### config.mk
export PLATFORM = sky130hd
export DESIGN_NAME = coherence_bus_ctrl
export DESIGN_NICKNAME = d
export VERILOG_FILES = /design/src/rtl/cpu_types_pkg.sv /design/src/rtl/bus_rr_arbiter.sv /design/src/rtl/coherence_bus_ctrl.sv
export SDC_FILE = /design/constraint.sdc
export NUM_CORES = 1
export LEC_CHECK = 0
export CAP_MARGIN = 0
export CORE_AREA = 2 2 198 200
export CTS_CLUSTER_DIAMETER = 80
export DETAILED_ROUTE_END_ITERATION = 8
export DIE_AREA = 0 0 200 202
export GPL_ROUTABILITY_DRIVEN = 0
export GPL_TIMING_DRIVEN = 0
export PLACE_DENSITY = 0.53
export SLEW_MARGIN = 20
export SYNTH_ARGS = -nofsm -noshare
export SYNTH_HDL_FRONTEND = slang
export SYNTH_SLANG_ARGS = --single-unit
### constraint.sdc
create_clock -name CLK -period 1.51 [get_ports CLK]
set_clock_uncertainty 0.15 [all_clocks]
set_input_delay 0.2265 -clock CLK [delete_from_list [all_inputs] [get_ports CLK]]
set_output_delay 0.2265 -clock CLK [all_outputs]
set_load 0.01 [all_outputs]
### src/rtl/cpu_types_pkg.sv
// Shared types for the dual-core memory bus: RAM status, bus controller states,
// arbitration class and core count.
package cpu_types_pkg;

    localparam int CPUS = 2;

    typedef enum logic [1:0] {
        FREE   = 2'd0,
        BUSY   = 2'd1,
        ACCESS = 2'd2,
        ERROR  = 2'd3
    } ramstate_t;

    typedef enum logic [2:0] {
        IDLE    = 3'd0,
        IFETCH  = 3'd1,
        WB      = 3'd2,
        SNOOP   = 3'd3,
        FWD     = 3'd4,
        RAMRD   = 3'd5,
        UPGRADE = 3'd6
    } bus_state_t;

    typedef enum logic [1:0] {
        CLS_NONE   = 2'd0,
        CLS_DCACHE = 2'd1,
        CLS_ICACHE = 2'd2
    } req_cls_t;

endpackage

### src/rtl/bus_rr_arbiter.sv
// Combinational grant: dcache class beats icache class; dcache ties follow
// the round-robin pointer, icache ties always go to core 0.
module bus_rr_arbiter
    import cpu_types_pkg::*;
(
    input  logic [CPUS-1:0] dreq_i,
    input  logic [CPUS-1:0] ireq_i,
    input  logic            rr_ptr_i,
    output logic            gnt_idx_o,
    output req_cls_t        gnt_cls_o
);

    always_comb begin
        gnt_cls_o = CLS_NONE;
        gnt_idx_o = 1'b0;
        if (|dreq_i) begin
            gnt_cls_o = CLS_DCACHE;
            gnt_idx_o = dreq_i[rr_ptr_i] ? rr_ptr_i : ~rr_ptr_i;
        end else if (|ireq_i) begin
            gnt_cls_o = CLS_ICACHE;
            gnt_idx_o = ~ireq_i[0];
        end
    end

endmodule

### src/rtl/coherence_bus_ctrl.sv
// Arbitrates two dcaches and two icaches onto one RAM port, runs the snoop
// handshake and cache-to-cache forwarding; completes as soon as RAM reports ACCESS.
module coherence_bus_ctrl
    import cpu_types_pkg::*;
#(
    parameter int RAM_LAT = 2
) (
    input  logic                  CLK,
    input  logic                  RST,
    input  logic [1:0]            iREN,
    input  logic [1:0][31:0]      iaddr,
    output logic [1:0]            iwait,
    output logic [1:0][31:0]      iload,
    input  logic [1:0]            dREN,
    input  logic [1:0]            dWEN,
    input  logic [1:0][31:0]      daddr,
    input  logic [1:0][31:0]      dstore,
    input  logic [1:0]            ccwrite,
    output logic [1:0]            dwait,
    output logic [1:0][31:0]      dload,
    output logic [1:0]            ccwait,
    output logic [1:0]            ccinv,
    output logic [1:0][31:0]      ccsnoopaddr,
    output logic                  ramREN,
    output logic                  ramWEN,
    output logic [31:0]           ramaddr,
    output logic [31:0]           ramstore,
    input  logic [31:0]           ramload,
    input  ramstate_t             ramstate
);

    if (RAM_LAT < 1) begin : g_bad_ram_lat
        $error("RAM_LAT must be at least 1");
    end

    bus_state_t  state_q, state_d, cur_st;
    logic        rr_q, rr_d;
    logic        req_q, req_d;
    logic [31:0] fwd_q, fwd_d;
    logic        oth, ram_done, gnt_idx;
    req_cls_t    gnt_cls;

    bus_rr_arbiter u_arb (
        .dreq_i    (dREN | dWEN | ccwrite),
        .ireq_i    (iREN),
        .rr_ptr_i  (rr_q),
        .gnt_idx_o (gnt_idx),
        .gnt_cls_o (gnt_cls)
    );

    // Decoding from IDLE while RST is high suppresses any completion pulse in that cycle.
    assign cur_st   = RST ? IDLE : state_q;
    assign oth      = ~req_q;
    assign ram_done = (ramstate == ACCESS);

    always_comb begin
        state_d     = state_q;
        rr_d        = rr_q;
        req_d       = req_q;
        fwd_d       = fwd_q;
        iwait       = '1;
        iload       = '0;
        dwait       = '1;
        dload       = '0;
        ccwait      = '0;
        ccinv       = '0;
        ccsnoopaddr = '0;
        ramREN      = 1'b0;
        ramWEN      = 1'b0;
        ramaddr     = '0;
        ramstore    = '0;
        case (cur_st)
            IDLE: begin
                req_d = gnt_idx;
                if (gnt_cls == CLS_ICACHE) begin
                    state_d = IFETCH;
                end else if (gnt_cls == CLS_DCACHE) begin
                    rr_d = ~gnt_idx;
                    if (dWEN[gnt_idx])      state_d = WB;
                    else if (dREN[gnt_idx]) state_d = SNOOP;
                    else                    state_d = UPGRADE;
                end
            end
            IFETCH: begin
                ramREN  = 1'b1;
                ramaddr = iaddr[req_q];
                if (ram_done) begin
                    iwait[req_q] = 1'b0;
                    iload[req_q] = ramload;
                    state_d      = IDLE;
                end
            end
            WB: begin
                ramWEN   = 1'b1;
                ramaddr  = daddr[req_q];
                ramstore = dstore[req_q];
                if (ram_done) begin
                    dwait[req_q] = 1'b0;
                    state_d      = IDLE;
                end
            end
            SNOOP: begin
                ccwait[oth]      = 1'b1;
                ccinv[oth]       = ccwrite[req_q];
                ccsnoopaddr[oth] = daddr[req_q];
                if (ccwrite[oth]) begin
                    fwd_d   = dstore[oth];
                    state_d = FWD;
                end else begin
                    state_d = RAMRD;
                end
            end
            FWD: begin
                // Owner's Modified copy goes to RAM and the requester together.
                ramWEN   = 1'b1;
                ramaddr  = daddr[req_q];
                ramstore = fwd_q;
                if (ram_done) begin
                    dwait[req_q] = 1'b0;
                    dload[req_q] = fwd_q;
                    state_d      = IDLE;
                end
            end
            RAMRD: begin
                ramREN  = 1'b1;
                ramaddr = daddr[req_q];
                if (ram_done) begin
                    dwait[req_q] = 1'b0;
                    dload[req_q] = ramload;
                    state_d      = IDLE;
                end
            end
            UPGRADE: begin
                ccwait[oth]      = 1'b1;
                ccinv[oth]       = 1'b1;
                ccsnoopaddr[oth] = daddr[req_q];
                dwait[req_q]     = 1'b0;
                state_d          = IDLE;
            end
            default: state_d = IDLE;
        endcase
    end

    always_ff @(posedge CLK) begin
        if (RST) begin
            state_q <= IDLE;
            rr_q    <= 1'b0;
            req_q   <= 1'b0;
            fwd_q   <= '0;
        end else begin
            state_q <= state_d;
            rr_q    <= rr_d;
            req_q   <= req_d;
            fwd_q   <= fwd_d;
        end
    end

endmodule
# Yosys cells after proc, flatten, opt, wreduce, memory -nomap -nowiden
# Cells that the tools add are included.
word_totals:
  ff_bits: 37
  latchBits: 0
  ramBits: 0
  romBits: 0
  input_bits: 236
  output_inout_bits: 266
  word_cells: 99
  n_memories: 0
op_classes:
  add_sub_neg: 0
  mul: 0
  n_div: 0
  order_cmp: 6
  n_eq_ne: 11
  n_shift: 0
  mux: 53
  bitwise: 12
  n_reduce_logical: 13
ops:
  columns: ["op", "n"]
  rows:
  - ["32-bit two-way mux", 10]
  - ["64-bit two-way mux", 4]
  - ["64-bit bitwise AND", 3]
  - ["32-bit one-hot mux with 2 select lines", 2]
  - ["64-bit one-hot mux with 2 select lines", 1]
  - ["32-bit demux with 1-bit select", 2]
  - ["1-bit two-way mux", 18]
  - ["3-bit two-way mux", 6]
  - ["2-bit two-way mux", 5]
  - ["2-bit OR reduction", 5]
  - ["3-bit equality test, second input constant", 3]
  - ["3-bit one-hot mux with 3 select lines", 1]
  - ["1-bit by 2-bit < comparator with 1-bit output, second input constant", 4]
  - ["2-bit one-hot mux with 2 select lines", 2]
  - ["3-bit by 2-bit equality test with 1-bit output, second input constant", 2]
  - ["1-bit inverter", 5]
  - ["2-bit equality test, second input constant", 2]
  - ["2-bit OR", 2]
  - ["2-bit AND reduction", 2]
  - ["4-bit OR reduction", 1]
  - ["3-bit by 1-bit equality test with 1-bit output, second input constant", 1]
  - ["3-bit zero test", 1]
  - ["3-bit inequality test, second input constant", 1]
  - ["3-bit AND reduction", 1]
  - ["other kinds (8)", 11]

# Depth between registers and ports, before layout
# Gate-level depths: netlist of the first run.
depth:
  depth_word: 13
  ltp_mapped: 7
  ltp_nobuf: 5

# Hierarchy
# A second synthesis of the first run with hierarchy kept.
unflattened:
  cells_unflattened: 739
  hier_area_um2: 5406.4
modules_own_cells:
  columns: ["module", "instances", "cells_per_inst", "area_per_inst_um2", "seq_area_each_um2"]
  rows:
  - ["coherence_bus_ctrl", 1, 733, 5365.1, 740.7]
  - ["bus_rr_arbiter", 1, 6, 41.3, 0.0]

# Worst setup path after synthesis of the first run
# OpenSTA, ideal clock, no wires.
synth_timing:
  path_kind: "reg-to-output"
  from: "register state_q[1]"
  to: "output dload[10] (netlist bit)"
  t_arrival_ns: 1.398
  t_required_ns: 1.133
  slack_ns: -0.265
  path_stages_with_launch: 8
  path_buffers: 3
  path_cell_list: "dfxtp_1 buf_6 nor2_8 nand2_4 or3_1 buf_2 buf_6 nor2_1"
synth_rtl:
  columns: ["item", "line_no", "rtl"]
  rows:
  - ["from (decl)", "coherence_bus_ctrl.sv:36", "bus_state_t state_q, state_d, cur_st;"]
  - ["from (signal assigned)", "coherence_bus_ctrl.sv:151", "state_q <= state_d;"]
  - ["to (decl)", "coherence_bus_ctrl.sv:20", "output logic [1:0][31:0] dload,"]

==> run summary, run 1 <==
The run finished, with violations left. The checks that failed: negative setup slack. Synthesis produced 700 cells.

The endpoint kind of the worst setup timing path is an output port. The logs give 0.434 GHz for the highest achievable clock rate and 14 for the maximum number of pins on one net before global-route repair. The number of clock buffers added by TritonCTS is 5.

Power spread over the standard cell area amounts to 454 nW/um2. The average wire per standard cell works out to 23.5 um. Yosys attributes the largest share of cell area to mux2i_1 25%, and2_1 15%, dfxtp_1 14%, nor2_1 8.0%, a211oi_2 6.7%. The worst pin sits at a relative slew slack of 43.3%.

The clock net in this run drives a total of 37 sinks. The worst setup path is launched from an input port. The first global-routing pass estimated 59000 um of wire.

For the number of search-and-repair iterations in the first detailed-routing pass, the log shows 4. The yosys synthesis warning count came out at 0. The length in cells of the worst reg-to-reg path was 8; the via count of the first global-routing pass was 8425. For this configuration, the core starts out at a cell density of 13.6%.

Flop-to-flop setup slack: -440 ps. In this run the critical register-to-register path is launched from state_q[2]. The number of instances on the worst hold path was 2; the setup slack after layout was -795 ps. For hold timing, the worst endpoint is rr_q. The clock latency on the worst-skew pair was 290 ps. Summed over all cells, the static leakage comes to 5.66 nW. Commonest non-fill, non-tap cell in the layout: clkdlybuf4s50_1.

Sequential elements use 14.2% of the synthesized area. Number of pins exceeding their max-slew limit in the final report: 0. The clock passes through at most 2 buffers. The post-synth net total is 936.

The share of cells above drive strength 1 was 60.3%. The die extent in x was 200 um. The net count of the finished layout came out at 1552. The final critical path time including I/O delays and setup came out at 2310 ps. Setup repair after global routing could not meet its margin everywhere. The biggest area contributor in the post-synthesis netlist is mux2i_1. The biggest fanout along the worst timing path was 5; the flip-flop and latch count after synthesis was 37. The fraction of post-synthesis cell area in the top cell type by area is 25.0%. Data on the critical path is required at its endpoint by 1130 ps. The sum of negative setup slack is -182700 ps, and the fraction of registers with async set/reset is 0%. The tools report the terminus of the critical flop-to-flop path as fwd_q[21]. The area growth from synthesis to layout is 178%. The root buffer cell chosen for the clock tree is clkbuf_16. The worst hold-check path type was reg2reg.

TritonCTS built the clock tree. 502 I/O pins were placed. In the routed design, unresolved DRC markers number 0.

Number of setup violations in the final report: 303. Summing every instance area after synthesis gives 5210 um2. The worst-case IR drop observed on VDD is 0.431 mV.

The area of the die is 40400 um2, and the worst hold slack after final layout is 405 ps. The logs give 0 for the number of hold violations in the final report and 1930 ps for the worst path arrival time. OpenSTA, run right after detailed placement, puts the worst setup slack at -1920 ps. In the layout the commonest cells are 234 x clkdlybuf4s50_1, 162 x buf_6, 123 x buf_2, 84 x and2_4, 76 x nor2_1. For the total via count after detailed routing, the log shows 7885. Summing internal, switching and leakage power gives 6.58 mW. Measured along the y axis, the die boundary spans 202 um. The critical path in this run is classified as in2out. After legalization and detailed placement, the total HPWL measured 32500 um. Dividing the synthesized area by the synthesized cell count gives 7.44 um2. The netlist uses 45 different library cells. Row generation in the floorplan step produced 72 rows. The tool flagged a number of max-cap violations equal to 0.

The DRC violation total after the first TritonRoute iteration was 221; the clock-pin slew on the worst setup and hold paths was 70 ps. The H-tree was split into 2 levels. The worst-margin pin slew came out at 851 ps. In this run the remaining antenna-violating nets after routing total 0. After floorplanning, the core was sized to cover 38300 um2.

Of the available clock period, the critical path in the final layout requires 153%. The routed design has 43200 um of wire. The count of port buffers added during placement came out at 501. The start point of the worst min-delay path was rr_q. The total global routing track utilization is 20.2%.

In this run, synthesis inferred 0 flip-flops with an integrated enable. The number of antenna violations at the first check in global routing came out at 9. The most common flop cell mapped by yosys is dfxtp_1.

After global routing the overflow that remains totals 0. Via-per-instance ratio: 4.29.
-- logic make-up (layout without fill, tap and decap cells) --
logic type             count (synthesis)  in the layout  synth area share [%]
DFF                                   37             37                  14.2
other                                  0              5                     0
buffers and inverters                 72            689                  7.38
and+or+nand+nor                      313            313                  31.9
AOI/OAI and AO/OA                    147            147                  21.2
muxes                                131            131                  25.3
-- worst max path at each step --
stage	startpoint	slack, ps	endpoint	cells after the start
floorplan	state_q[1]	-190	dload[10]	7
global placement	RST	-1870	dload[31]	9
detailed placement	RST	-1920	dload[31]	9
CTS	state_q[1]	-820	dload[10]	11
global route	ramstate[0]	-840	dload[18]	7
finish	ramstate[0]	-800	dload[18]	7
-- report_power, final --
group / total (mW) / switching (mW) / internal, mW
Combinational: 4.22 / 1.89 / 2.33
Sequential: 1.07 / 0.0520 / 1.01
Clock: 1.29 / 0.506 / 0.784
Total: 6.58 / 2.45 / 4.13
-- metal layers --
metal	routed length, um	up-vias	track usage (%)
met5	34	-	0
met4	664	6	4.50
met3	2910	35	4.15
met2	24100	338	40.7
met1	15400	3782	20.9
li1	-	3724	-
-- through the flow --
step                cell area [um2]  util (%)  instances
detailed placement            12100      31.6       1719
global placement              12100      31.6       1719
global route                  14500      37.9       1838
floorplan                      6450         -        700
finish                        14500      37.9       1840
CTS                           13900      36.3       1821
-- area by class of cell --
cell class | instances | area [um2]
sequential | 37 | 751
clock inverter | 3 | 46.3
buffer | 61 | 982
tap | 518 | 648
timing repair buffer | 616 | 6130
clock buffer | 5 | 125
fill | 3865 | 23800
inverter | 4 | 20.0
antenna | 5 | 12.5
multi-input combinational | 591 | 5780
-- synthesized netlist by cell type (2+ instances only) --
cell	n
inv_1	4
dfxtp_1	37
nor2_1	111
nor3_1	5
nand4_1	2
o21ai_0	35
buf_4	10
a311oi_1	2
a21oi_1	8
and2_1	128
mux2i_1	130
nor3_4	2
buf_6	5
buf_1	4
a22oi_1	33
nor2_2	2
clkbuf_1	18
and2b_1	2
nand2b_1	3
or3_1	2
nand2_1	41
a211oi_2	28
a211oi_1	4
clkbuf_2	5
nor2_8	2
o22ai_1	32
nand2_2	2
buf_2	26
-- state kept, by name, indices dropped and copies added (netlist names) --
signal / flops
fwd_q: 32
state_q: 3
req_q: 1
rr_q: 1
-- what timing repair did --
item	CTS	global route
buffers inserted	77	16
cloned	22	7
resized for setup	1378	159
endpoints found under the setup margin	303	303
pin swaps	73	36
hold buffers	0	0
-- worst max-delay path, cell delays in order --
cell and delay, ps:
clkdlybuf4s50_1 460, nand2b_1 230, or3_4 490, buf_12 170
buf_16 140, nor2_4 80, buf_6 110
Power figures use the tool's default switching activity.
==> inputs of run 2 (changes only) <==
Settings changed: CTS_BUF_LIST from default to sky130_fd_sc_hd__clkbuf_16, RECOVER_POWER from default to 25.
==> results of run 2 <==
No change in the layout: final DEF, timing and power equal those of run 1.
